$ cat src/rtl/axi_lite_master_if.sv
// Bus bundle for axi_lite_master: command/response port plus the five AXI4-Lite channels.
// The master modport is the initiator's view; the slave modport is the environment's view.
interface axi_lite_master_if #(
  parameter int ADDR_WIDTH = 16,
  parameter int DATA_WIDTH = 32
);
  logic                  i_cmd_valid;
  logic                  o_cmd_ready;
  logic                  i_cmd_write;
  logic [ADDR_WIDTH-1:0] i_cmd_addr;
  logic [DATA_WIDTH-1:0] i_cmd_wdata;

  logic                  o_rsp_valid;
  logic                  i_rsp_ready;
  logic                  o_rsp_write;
  logic [1:0]            o_rsp_resp;
  logic                  o_rsp_timeout;
  logic [DATA_WIDTH-1:0] o_rsp_rdata;

  logic                  o_awvalid;
  logic                  i_awready;
  logic [ADDR_WIDTH-1:0] o_awaddr;
  logic                  o_wvalid;
  logic                  i_wready;
  logic [DATA_WIDTH-1:0] o_wdata;
  logic                  i_bvalid;
  logic                  o_bready;
  logic [1:0]            i_bresp;
  logic                  o_arvalid;
  logic                  i_arready;
  logic [ADDR_WIDTH-1:0] o_araddr;
  logic                  i_rvalid;
  logic                  o_rready;
  logic [1:0]            i_rresp;
  logic [DATA_WIDTH-1:0] i_rdata;

  modport master (
    input  i_cmd_valid, i_cmd_write, i_cmd_addr, i_cmd_wdata, i_rsp_ready,
    input  i_awready, i_wready, i_bvalid, i_bresp, i_arready, i_rvalid, i_rresp, i_rdata,
    output o_cmd_ready, o_rsp_valid, o_rsp_write, o_rsp_resp, o_rsp_timeout, o_rsp_rdata,
    output o_awvalid, o_awaddr, o_wvalid, o_wdata, o_bready, o_arvalid, o_araddr, o_rready
  );

  modport slave (
    output i_cmd_valid, i_cmd_write, i_cmd_addr, i_cmd_wdata, i_rsp_ready,
    output i_awready, i_wready, i_bvalid, i_bresp, i_arready, i_rvalid, i_rresp, i_rdata,
    input  o_cmd_ready, o_rsp_valid, o_rsp_write, o_rsp_resp, o_rsp_timeout, o_rsp_rdata,
    input  o_awvalid, o_awaddr, o_wvalid, o_wdata, o_bready, o_arvalid, o_araddr, o_rready
  );
endinterface

$ cat src/rtl/axi_lite_master.sv
// Command-driven AXI4-Lite initiator: one register access at a time, one response per command,
// with a watchdog that turns a hung slave into a SLVERR-style timeout response.
module axi_lite_master #(
  parameter int ADDR_WIDTH     = 16,
  parameter int DATA_WIDTH     = 32,
  parameter int TIMEOUT_CYCLES = 1024
) (
  input logic               i_axi_clk,
  input logic               i_axi_rst,
  axi_lite_master_if.master bus
);

  typedef enum logic [2:0] {IDLE, WR_REQ, WR_RESP, RD_REQ, RD_DATA, RSP} state_t;

  localparam logic        WDOG_EN     = (TIMEOUT_CYCLES != 0);
  localparam logic [31:0] TIMEOUT_LIM = 32'(TIMEOUT_CYCLES);

  state_t                state_q, state_d;
  logic                  cmd_ready_q, cmd_ready_d;
  logic                  awvalid_q, awvalid_d;
  logic                  wvalid_q, wvalid_d;
  logic                  bready_q, bready_d;
  logic                  arvalid_q, arvalid_d;
  logic                  rready_q, rready_d;
  logic [ADDR_WIDTH-1:0] awaddr_q, awaddr_d;
  logic [DATA_WIDTH-1:0] wdata_q, wdata_d;
  logic [ADDR_WIDTH-1:0] araddr_q, araddr_d;
  logic                  rsp_valid_q, rsp_valid_d;
  logic                  rsp_write_q, rsp_write_d;
  logic [1:0]            rsp_resp_q, rsp_resp_d;
  logic                  rsp_timeout_q, rsp_timeout_d;
  logic [DATA_WIDTH-1:0] rsp_rdata_q, rsp_rdata_d;
  logic [31:0]           wdog_q, wdog_d;

  logic [31:0]           wdog_inc;
  logic                  expire;
  logic                  go_timeout;
  logic                  aw_done;
  logic                  w_done;

  // Every output is a register: this block computes the next value of each one.
  always_comb begin
    state_d       = state_q;
    cmd_ready_d   = cmd_ready_q;
    awvalid_d     = awvalid_q;
    wvalid_d      = wvalid_q;
    bready_d      = bready_q;
    arvalid_d     = arvalid_q;
    rready_d      = rready_q;
    awaddr_d      = awaddr_q;
    wdata_d       = wdata_q;
    araddr_d      = araddr_q;
    rsp_valid_d   = rsp_valid_q;
    rsp_write_d   = rsp_write_q;
    rsp_resp_d    = rsp_resp_q;
    rsp_timeout_d = rsp_timeout_q;
    rsp_rdata_d   = rsp_rdata_q;
    wdog_d        = wdog_q;
    wdog_inc      = wdog_q + 32'd1;
    expire        = WDOG_EN && (wdog_inc >= TIMEOUT_LIM);
    go_timeout    = 1'b0;
    aw_done       = !awvalid_q || bus.i_awready;
    w_done        = !wvalid_q || bus.i_wready;

    case (state_q)
      IDLE: begin
        cmd_ready_d = 1'b1;
        if (bus.i_cmd_valid && cmd_ready_q) begin
          cmd_ready_d = 1'b0;
          wdog_d      = '0;
          if (bus.i_cmd_write) begin
            awaddr_d  = bus.i_cmd_addr;
            wdata_d   = bus.i_cmd_wdata;
            awvalid_d = 1'b1;
            wvalid_d  = 1'b1;
            state_d   = WR_REQ;
          end else begin
            araddr_d  = bus.i_cmd_addr;
            arvalid_d = 1'b1;
            state_d   = RD_REQ;
          end
        end
      end

      // AW and W retire independently; B is only opened once both have gone.
      WR_REQ: begin
        wdog_d = wdog_inc;
        if (awvalid_q && bus.i_awready) awvalid_d = 1'b0;
        if (wvalid_q && bus.i_wready)   wvalid_d  = 1'b0;
        if (aw_done && w_done) begin
          bready_d = 1'b1;
          state_d  = WR_RESP;
        end else if (expire) begin
          rsp_write_d = 1'b1;
          go_timeout  = 1'b1;
        end
      end

      WR_RESP: begin
        wdog_d = wdog_inc;
        if (bus.i_bvalid && bready_q) begin
          bready_d      = 1'b0;
          rsp_valid_d   = 1'b1;
          rsp_write_d   = 1'b1;
          rsp_resp_d    = bus.i_bresp;
          rsp_timeout_d = 1'b0;
          rsp_rdata_d   = '0;
          state_d       = RSP;
        end else if (expire) begin
          rsp_write_d = 1'b1;
          go_timeout  = 1'b1;
        end
      end

      RD_REQ: begin
        wdog_d = wdog_inc;
        if (arvalid_q && bus.i_arready) begin
          arvalid_d = 1'b0;
          rready_d  = 1'b1;
          state_d   = RD_DATA;
        end else if (expire) begin
          rsp_write_d = 1'b0;
          go_timeout  = 1'b1;
        end
      end

      RD_DATA: begin
        wdog_d = wdog_inc;
        if (bus.i_rvalid && rready_q) begin
          rready_d      = 1'b0;
          rsp_valid_d   = 1'b1;
          rsp_write_d   = 1'b0;
          rsp_resp_d    = bus.i_rresp;
          rsp_timeout_d = 1'b0;
          rsp_rdata_d   = bus.i_rdata;
          state_d       = RSP;
        end else if (expire) begin
          rsp_write_d = 1'b0;
          go_timeout  = 1'b1;
        end
      end

      RSP: begin
        if (bus.i_rsp_ready) begin
          rsp_valid_d = 1'b0;
          cmd_ready_d = 1'b1;
          state_d     = IDLE;
        end
      end

      default: state_d = IDLE;
    endcase

    // Expiry abandons the bus entirely, so late B/R beats find no ready.
    if (go_timeout) begin
      awvalid_d     = 1'b0;
      wvalid_d      = 1'b0;
      bready_d      = 1'b0;
      arvalid_d     = 1'b0;
      rready_d      = 1'b0;
      rsp_valid_d   = 1'b1;
      rsp_resp_d    = 2'b10;
      rsp_timeout_d = 1'b1;
      rsp_rdata_d   = '0;
      state_d       = RSP;
    end
  end

  always_ff @(posedge i_axi_clk or negedge i_axi_rst) begin
    if (!i_axi_rst) begin
      state_q       <= IDLE;
      cmd_ready_q   <= 1'b0;
      awvalid_q     <= 1'b0;
      wvalid_q      <= 1'b0;
      bready_q      <= 1'b0;
      arvalid_q     <= 1'b0;
      rready_q      <= 1'b0;
      awaddr_q      <= '0;
      wdata_q       <= '0;
      araddr_q      <= '0;
      rsp_valid_q   <= 1'b0;
      rsp_write_q   <= 1'b0;
      rsp_resp_q    <= 2'b00;
      rsp_timeout_q <= 1'b0;
      rsp_rdata_q   <= '0;
      wdog_q        <= '0;
    end else begin
      state_q       <= state_d;
      cmd_ready_q   <= cmd_ready_d;
      awvalid_q     <= awvalid_d;
      wvalid_q      <= wvalid_d;
      bready_q      <= bready_d;
      arvalid_q     <= arvalid_d;
      rready_q      <= rready_d;
      awaddr_q      <= awaddr_d;
      wdata_q       <= wdata_d;
      araddr_q      <= araddr_d;
      rsp_valid_q   <= rsp_valid_d;
      rsp_write_q   <= rsp_write_d;
      rsp_resp_q    <= rsp_resp_d;
      rsp_timeout_q <= rsp_timeout_d;
      rsp_rdata_q   <= rsp_rdata_d;
      wdog_q        <= wdog_d;
    end
  end

  assign bus.o_cmd_ready   = cmd_ready_q;
  assign bus.o_awvalid     = awvalid_q;
  assign bus.o_awaddr      = awaddr_q;
  assign bus.o_wvalid      = wvalid_q;
  assign bus.o_wdata       = wdata_q;
  assign bus.o_bready      = bready_q;
  assign bus.o_arvalid     = arvalid_q;
  assign bus.o_araddr      = araddr_q;
  assign bus.o_rready      = rready_q;
  assign bus.o_rsp_valid   = rsp_valid_q;
  assign bus.o_rsp_write   = rsp_write_q;
  assign bus.o_rsp_resp    = rsp_resp_q;
  assign bus.o_rsp_timeout = rsp_timeout_q;
  assign bus.o_rsp_rdata   = rsp_rdata_q;

endmodule

$ cat src/flat_wrapper.sv
// flat-port wrapper written by rule: the top's interface ports become plain ports
module axi_lite_master_flat 
#(
  parameter int ADDR_WIDTH     = 16,
  parameter int DATA_WIDTH     = 32,
  parameter int TIMEOUT_CYCLES = 1024
)
  (i_axi_clk, i_axi_rst, bus_i_cmd_valid, bus_i_cmd_write, bus_i_cmd_addr, bus_i_cmd_wdata, bus_i_rsp_ready, bus_i_awready, bus_i_wready, bus_i_bvalid, bus_i_bresp, bus_i_arready, bus_i_rvalid, bus_i_rresp, bus_i_rdata, bus_o_cmd_ready, bus_o_rsp_valid, bus_o_rsp_write, bus_o_rsp_resp, bus_o_rsp_timeout, bus_o_rsp_rdata, bus_o_awvalid, bus_o_awaddr, bus_o_wvalid, bus_o_wdata, bus_o_bready, bus_o_arvalid, bus_o_araddr, bus_o_rready);
  axi_lite_master_if #(.ADDR_WIDTH(ADDR_WIDTH), .DATA_WIDTH(DATA_WIDTH)) bus_i ();
  input logic i_axi_clk;
  input logic i_axi_rst;
  input wire logic [$bits(bus_i.i_cmd_valid)-1:0] bus_i_cmd_valid;
  input wire logic [$bits(bus_i.i_cmd_write)-1:0] bus_i_cmd_write;
  input wire logic [$bits(bus_i.i_cmd_addr)-1:0] bus_i_cmd_addr;
  input wire logic [$bits(bus_i.i_cmd_wdata)-1:0] bus_i_cmd_wdata;
  input wire logic [$bits(bus_i.i_rsp_ready)-1:0] bus_i_rsp_ready;
  input wire logic [$bits(bus_i.i_awready)-1:0] bus_i_awready;
  input wire logic [$bits(bus_i.i_wready)-1:0] bus_i_wready;
  input wire logic [$bits(bus_i.i_bvalid)-1:0] bus_i_bvalid;
  input wire logic [$bits(bus_i.i_bresp)-1:0] bus_i_bresp;
  input wire logic [$bits(bus_i.i_arready)-1:0] bus_i_arready;
  input wire logic [$bits(bus_i.i_rvalid)-1:0] bus_i_rvalid;
  input wire logic [$bits(bus_i.i_rresp)-1:0] bus_i_rresp;
  input wire logic [$bits(bus_i.i_rdata)-1:0] bus_i_rdata;
  output wire logic [$bits(bus_i.o_cmd_ready)-1:0] bus_o_cmd_ready;
  output wire logic [$bits(bus_i.o_rsp_valid)-1:0] bus_o_rsp_valid;
  output wire logic [$bits(bus_i.o_rsp_write)-1:0] bus_o_rsp_write;
  output wire logic [$bits(bus_i.o_rsp_resp)-1:0] bus_o_rsp_resp;
  output wire logic [$bits(bus_i.o_rsp_timeout)-1:0] bus_o_rsp_timeout;
  output wire logic [$bits(bus_i.o_rsp_rdata)-1:0] bus_o_rsp_rdata;
  output wire logic [$bits(bus_i.o_awvalid)-1:0] bus_o_awvalid;
  output wire logic [$bits(bus_i.o_awaddr)-1:0] bus_o_awaddr;
  output wire logic [$bits(bus_i.o_wvalid)-1:0] bus_o_wvalid;
  output wire logic [$bits(bus_i.o_wdata)-1:0] bus_o_wdata;
  output wire logic [$bits(bus_i.o_bready)-1:0] bus_o_bready;
  output wire logic [$bits(bus_i.o_arvalid)-1:0] bus_o_arvalid;
  output wire logic [$bits(bus_i.o_araddr)-1:0] bus_o_araddr;
  output wire logic [$bits(bus_i.o_rready)-1:0] bus_o_rready;
  assign bus_i.i_cmd_valid = bus_i_cmd_valid;
  assign bus_i.i_cmd_write = bus_i_cmd_write;
  assign bus_i.i_cmd_addr = bus_i_cmd_addr;
  assign bus_i.i_cmd_wdata = bus_i_cmd_wdata;
  assign bus_i.i_rsp_ready = bus_i_rsp_ready;
  assign bus_i.i_awready = bus_i_awready;
  assign bus_i.i_wready = bus_i_wready;
  assign bus_i.i_bvalid = bus_i_bvalid;
  assign bus_i.i_bresp = bus_i_bresp;
  assign bus_i.i_arready = bus_i_arready;
  assign bus_i.i_rvalid = bus_i_rvalid;
  assign bus_i.i_rresp = bus_i_rresp;
  assign bus_i.i_rdata = bus_i_rdata;
  assign bus_o_cmd_ready = bus_i.o_cmd_ready;
  assign bus_o_rsp_valid = bus_i.o_rsp_valid;
  assign bus_o_rsp_write = bus_i.o_rsp_write;
  assign bus_o_rsp_resp = bus_i.o_rsp_resp;
  assign bus_o_rsp_timeout = bus_i.o_rsp_timeout;
  assign bus_o_rsp_rdata = bus_i.o_rsp_rdata;
  assign bus_o_awvalid = bus_i.o_awvalid;
  assign bus_o_awaddr = bus_i.o_awaddr;
  assign bus_o_wvalid = bus_i.o_wvalid;
  assign bus_o_wdata = bus_i.o_wdata;
  assign bus_o_bready = bus_i.o_bready;
  assign bus_o_arvalid = bus_i.o_arvalid;
  assign bus_o_araddr = bus_i.o_araddr;
  assign bus_o_rready = bus_i.o_rready;
  axi_lite_master #(.ADDR_WIDTH(ADDR_WIDTH), .DATA_WIDTH(DATA_WIDTH), .TIMEOUT_CYCLES(TIMEOUT_CYCLES)) u_core (.i_axi_clk(i_axi_clk), .i_axi_rst(i_axi_rst), .bus(bus_i));
endmodule
$ cat config.mk
export PLATFORM = sky130hd
export DESIGN_NAME = axi_lite_master_flat
export DESIGN_NICKNAME = d
export VERILOG_FILES = /design/src/rtl/axi_lite_master_if.sv /design/src/rtl/axi_lite_master.sv /design/src/flat_wrapper.sv
export SDC_FILE = /design/constraint.sdc
export NUM_CORES = 1
export LEC_CHECK = 0
export ABC_CLOCK_PERIOD_IN_PS = 4400
export CAP_MARGIN = 20
export CORE_ASPECT_RATIO = 0.7
export CORE_UTILIZATION = 47
export DETAILED_ROUTE_END_ITERATION = 8
export GPL_TIMING_DRIVEN = 0
export PLACE_DENSITY = 0.8
export SLEW_MARGIN = 20
export SYNTH_ARGS = -nofsm -noshare
export SYNTH_HDL_FRONTEND = slang
export SYNTH_SLANG_ARGS = --single-unit
$ cat constraint.sdc
create_clock -name i_axi_clk -period 4.4 [get_ports i_axi_clk]
set_clock_uncertainty 0.2 [all_clocks]
set_input_delay 0.66 -clock i_axi_clk [delete_from_list [all_inputs] [get_ports i_axi_clk]]
set_output_delay 0.66 -clock i_axi_clk [all_outputs]
set_load 0.02 [all_outputs]
After elaboration in Yosys (flattened, before gate mapping):

Index checks and enable logic that the tools add are counted.

* flip-flop bits (word level): 142
* input port bits: 94
* output and inout bits: 107
* logic and storage cells: 136

* add/sub/neg operators: 1
* order comparisons: 1
* equality and inequality tests: 19
* mux-type cells: 63
* bitwise operators: 1
* reductions and logical operators: 35

Operator list (number)
* 32-bit 2-to-1 mux: 4
* 32-bit one-hot mux with 2 select lines: 2
* 1-bit 2-to-1 mux: 34
* 32-bit by 1-bit adder with 32-bit output (second input constant): 1
* 32-bit by 11-bit greater-or-equal comparator with 1-bit output (second input constant): 1
* 3-bit 2-to-1 mux: 7
* 3-bit by 1-bit inequality test with 1-bit output (second input constant): 7
* 3-bit one-hot mux with 6 select lines: 1
* 3-bit AND reduction: 6
* 4-bit AND reduction: 4
* 3-bit nonzero test: 5
* 1-bit one-hot mux with 2 select lines: 7
* 3-bit by 2-bit inequality test with 1-bit output (second input constant): 3
* 2-bit 2-to-1 mux: 4
* 1-bit one-hot mux with 4 select lines: 2
* 4-bit nonzero test: 2
* 1-bit logical AND: 7
* 3-bit by 2-bit == test with 1-bit output (second input constant): 2
* 3-bit == test (second input constant): 2
* 2-bit inequality test (second input constant): 3
* 6-bit AND reduction: 1
* 2-bit one-hot mux with 2 select lines: 1
* 2-bit AND reduction: 2
* 2-bit nonzero test: 2
* 8 further kinds: 10

Logic depth before layout (Yosys ltp):

* depth after elaboration: 7
* gate-level depth with buffers: 12
* gate-level depth less buffers: 10

Worst setup path before layout:

No wires, ideal clock.

* kind: flip-flop to flip-flop
* start point: register u_core.wdog_q[0]
* end point: register u_core.rsp_rdata_q[22] (netlist: u_core.bus.o_rsp_rdata[22])
* library setup time: 0.066 ns
* data arrival time: 3.052 ns
* setup slack: 1.081 ns
* cell stages (with the launch flop): 13
* path buffers: 2
* clock period less this slack: 3.319 ns
* path through: dfrtp_1 > ha_1 > nand4_1 > or4_1 > buf_2 > nor3b_1 > xnor2_1 > nand3_1 > nor4_4 > nor2_2 > o21ai_4 > buf_6 > a22o_1

* cells in the longest elaborated chain, start to end: 7
* elaborated cells between the ends (all ways): 13
* classes of those cells: add/sub (1); order compare (1); eq/ne (2); mux (7); reduce/logical (2)

Ends and longest elaborated chain
* from (decl): line axi_lite_master.sv:33 `logic [31:0] wdog_q, wdog_d;`
* from (signal assigned): line axi_lite_master.sv:203 `wdog_q <= wdog_d;`
* 32-bit by 1-bit adder with 32-bit output (*): line axi_lite_master.sv:59 `wdog_inc = wdog_q + 32'd1;`
* 32-bit by 11-bit greater-or-equal comparator with 1-bit output (*): line axi_lite_master.sv:60 `expire = WDOG_EN && (wdog_inc >= TIMEOUT_LIM);`
* 1-bit 2-to-1 mux (*)
* 1-bit 2-to-1 mux, on equally long branches
* 1-bit one-hot mux with 4 select lines (*): line axi_lite_master.sv:65 `case (state_q)`
* 3-bit by 1-bit inequality test with 1-bit output (no line) or 3-bit nonzero test (tied branches)
* 3-bit AND reduction (no line)
* to (signal assigned): line axi_lite_master.sv:202 `rsp_rdata_q <= rsp_rdata_d;`
* to (decl): line axi_lite_master.sv:32 `logic [DATA_WIDTH-1:0] rsp_rdata_q, rsp_rdata_d;`

Mark *: on every way between the ends. The rest lies on a longest branch, timed or not.
A chain may end at the register's enable or synchronous reset.

Final worst setup path:

* start point: register u_core.wdog_q[1]
* end point: register u_core.rsp_rdata_q[25] (netlist: u_core.bus.o_rsp_rdata[25])

Same word-level chain as after synthesis.

==> impl_metrics.py <==
metrics = {
    "synthesis": {
        "synthFlopType": "dfrtp_1",
        "yosys.cell_types.count": 55,
        "synth_edf_count": 0,
        "synth-async-reset-ratio": 1.00,
        "synth-seq-area-share": 0.548,
        "synth_warnings": 0,
        "syn-mean-instance-area_um2": 11.3,
        "syn_area_um2": 6490,
        "syn-num-nets": 668,
        "syn_inst": 573,
        "ys_ff_latch": 142,
    },
    "floorplan": {
        "ioPinCount": 201,
        "die_area_um2": 14300,
        "start_util": 0.487,
        "dieWidth_um": 142,
        "die_h_um": 100,
        "fp.coreArea_um2": 13300,
        "core.rowCount": 35,
    },
    "detailed_routing": {
        "drt_iter0_markers": 553,
        "firstDrtPassIters": 5,
        "ant_nets": 0,
        "postRouteWirelength_um": 18700,
        "route.detailed.drc": 0,
        "routed_via_density": 5.73,
        "wl_per_cell_um": 18.8,
        "dr_total_vias": 5681,
    },
    "power_and_ir_drop": {
        "power_density_nw_per_um2": 742,
        "p_leak_nw": 3.86,
        "power_mw": 6.94,
        "ir_drop_uv": 458,
    },
    "cts": {
        "clkTransAtPathRegs_ns": 0.06,
        "numClockSinks": 142,
        "clk_latency_ns": 0.42,
        "cts_setup_buffers": 0,
        "cts_resized": 0,
        "cts_buffers": 17,
        "cts_tree": "done",
        "htreeDepth": 4,
        "clock_path_buffers": 2,
        "hold_buffers": 0,
        "cts_root_buffer": "clkbuf_16",
    },
    "placement": {
        "dpl.hpwl_um": 13100,
        "gp_congestion": 0.918,
        "io_buffers": 200,
        "dp_slack_ns": 0.356,
    },
    "final_layout": {
        "antennaDiodeCount": 0,
        "fin_nets": 888,
        "drive_gt1_frac": 0.146,
        "syn_to_final_growth_pct": 44.1,
        "fill_cells": 1001,
    },
    "setup_path": {
        "cp_slowest_cell": "nor4b_1",
        "cpPeakStageDelay_ns": 0.62,
        "cp.required_ns": 4.55,
        "path_class": "flop to flop",
        "crit_chain": "ha_1 > nand4_1 > nor3_1 > nor4b_1 > nand4_1 > o2bb2ai_2 > nor4_4 > nor2_2 > o21ai_4 > buf_6 > a22o_1",
        "critPathMaxFanout": 10,
        "critical_path_arrival_ns": 4.35,
        "critPathTopFamily": "simple AND/OR/NAND/NOR gates",
        "worst-path-buf-inv": 1,
        "cp-end-kind": "flop",
        "startpoint_type": "flop",
        "path_common_cell": "nand4_1",
    },
    "grt": {
        "antenna_found_initial": 0,
        "grt_first_pass_wirelength_um": 29800,
        "grt_start_max_net_pins": 77,
        "grt_overflow": 0,
        "grtUsageTotal": 0.272,
        "grt_pass1_vias": 5803,
    },
    "worst_hold_path": {
        "hold_class": "input pin to async pin",
    },
    "timing": {
        "finalSetupViolCount": 0,
        "drv_slew": 0,
        "max_freq_mhz": 238,
        "finalHoldViolations": 0,
        "maxSlewHeadroom": 0.543,
        "period_needed_ns": 4.20,
        "grt_setup_unrepaired": "no",
        "whs_ns": 0.00930,
        "tightest_slew_ns": 0.681,
        "worst_slack_ns": 0.200,
        "timing.final.crit_share": 0.955,
    },
    "job": {
        "cap_violations": 0,
    },
    "status": {
        "status": "complete, no violations",
    },
}
==> cell usage in the layout, fill, tap and decap left out, drive strengths merged, types with 16 or more instances in the layout <==
cell,count
nand4,16
clkdlybuf4s50,199
nand2,40
o21ai,46
clkbuf,43
a21oi,18
dfrtp,142
buf,16
nor2,40
mux2,67
a22o,34
==> cells in the mapped netlist (all sizes together), types with 4 or more instances <==
master | n | share of area
o21ai | 46 | 0.037
mux2 | 67 | 0.12
a31oi | 9 | 0.0087
inv | 8 | 0.0046
clkbuf | 25 | 0.014
a21oi | 18 | 0.014
xor2 | 8 | 0.011
xnor2 | 6 | 0.0081
nand3 | 15 | 0.012
dfrtp | 142 | 0.55
a22o | 34 | 0.046
nor4 | 8 | 0.012
buf | 14 | 0.013
mux2i | 4 | 0.0062
nand4 | 16 | 0.016
nand2 | 40 | 0.023
nor2b | 5 | 0.0048
o31ai | 8 | 0.0093
nor2 | 40 | 0.024
and2 | 4 | 0.0039
nor3 | 8 | 0.0079
nor3b | 4 | 0.0046
o41ai | 4 | 0.0054
==> final timing paths <==
kind | start | end | slack, ns | depth (start not counted)
worst max-delay path | u_core.wdog_q[1]$_DFFE_PN0P_ | u_core.bus.o_rsp_rdata[25]$_DFFE_PN0P_ | 0.20 | 11
worst min-delay path | i_axi_rst | u_core.bus.o_wdata[8]$_DFFE_PN0P_ | 0.009 | 1
worst max register to register | u_core.wdog_q[1]$_DFFE_PN0P_ | u_core.bus.o_rsp_rdata[25]$_DFFE_PN0P_ | 0.20 | 11
worst min register to register | u_core.bus.o_rsp_resp[0]$_DFFE_PN0P_ | u_core.bus.o_rsp_resp[0]$_DFFE_PN0P_ | 0.30 | 1
max in group asynchronous | i_axi_rst | u_core.bus.o_rsp_rdata[3]$_DFFE_PN0P_ | 3.28 | 2
min in group i_axi_clk | u_core.bus.o_rsp_resp[0]$_DFFE_PN0P_ | u_core.bus.o_rsp_resp[0]$_DFFE_PN0P_ | 0.30 | 1
==> area by class of cell <==
class                   instances  area [µm²]  area share
plain buffers                  39         175      0.0187
clock buffers                  18         439      0.0470
clock inverters                14         149      0.0159
inverters                       8        30.0     0.00321
multi-input cells             384        2740       0.293
flip-flops and latches        142        3550       0.380
well taps                     185         231      0.0248
repair buffers                201        2030       0.218
==> layer usage <==
layer | vias up | track usage | wire (µm) | share of wire
li1 | 2540 | - | - | -
met1 | 2771 | 0.344 | 7510 | 0.40
met2 | 325 | 0.438 | 8790 | 0.47
met3 | 45 | 0.0854 | 1860 | 0.10
met4 | 0 | 0.108 | 509 | 0.027
met5 | - | 0 | 0 | 0
==> registers in the layout (all words and copies together), names as in the netlist, 2 cells and up <==
signal and count:
u_core.bus.o_araddr 16, u_core.bus.o_rsp_resp 2, u_core.state_q 3, u_core.bus.o_wdata 32
u_core.bus.o_rsp_rdata 32, u_core.wdog_q 32, u_core.bus.o_awaddr 16
==> power by group <==
part           switching, mW  leakage, nW  internal, mW
clock                  0.614        0.277         0.815
sequential             0.305         1.79          1.82
combinational           1.82         1.80          1.57
total                   2.74         3.86          4.20
==> kinds of logic after synthesis <==
kind of cell               after synthesis  share of synthesized area
muxes                                   71                      0.122
and+or+nand+nor                        151                      0.122
xor gates and xnor gates                14                     0.0189
adders and majority gates                1                    0.00193
buffers and inverters                   47                     0.0316
DFF                                    142                      0.548
AOI/OAI and AO/OA                      147                      0.155
==> metrics by stage <==
step | instances | area [µm²] | utilization | setup TNS (ns)
after global placement | 958 | 8720 | 0.655 | -422.41
final | 991 | 9350 | 0.702 | 0
after CTS | 991 | 9340 | 0.702 | 0
after detailed placement | 959 | 8760 | 0.658 | 0
after floorplan | 573 | 6490 | - | 0
after global routing | 991 | 9350 | 0.702 | 0
Note: power is estimated with default switching activity, not from simulation.
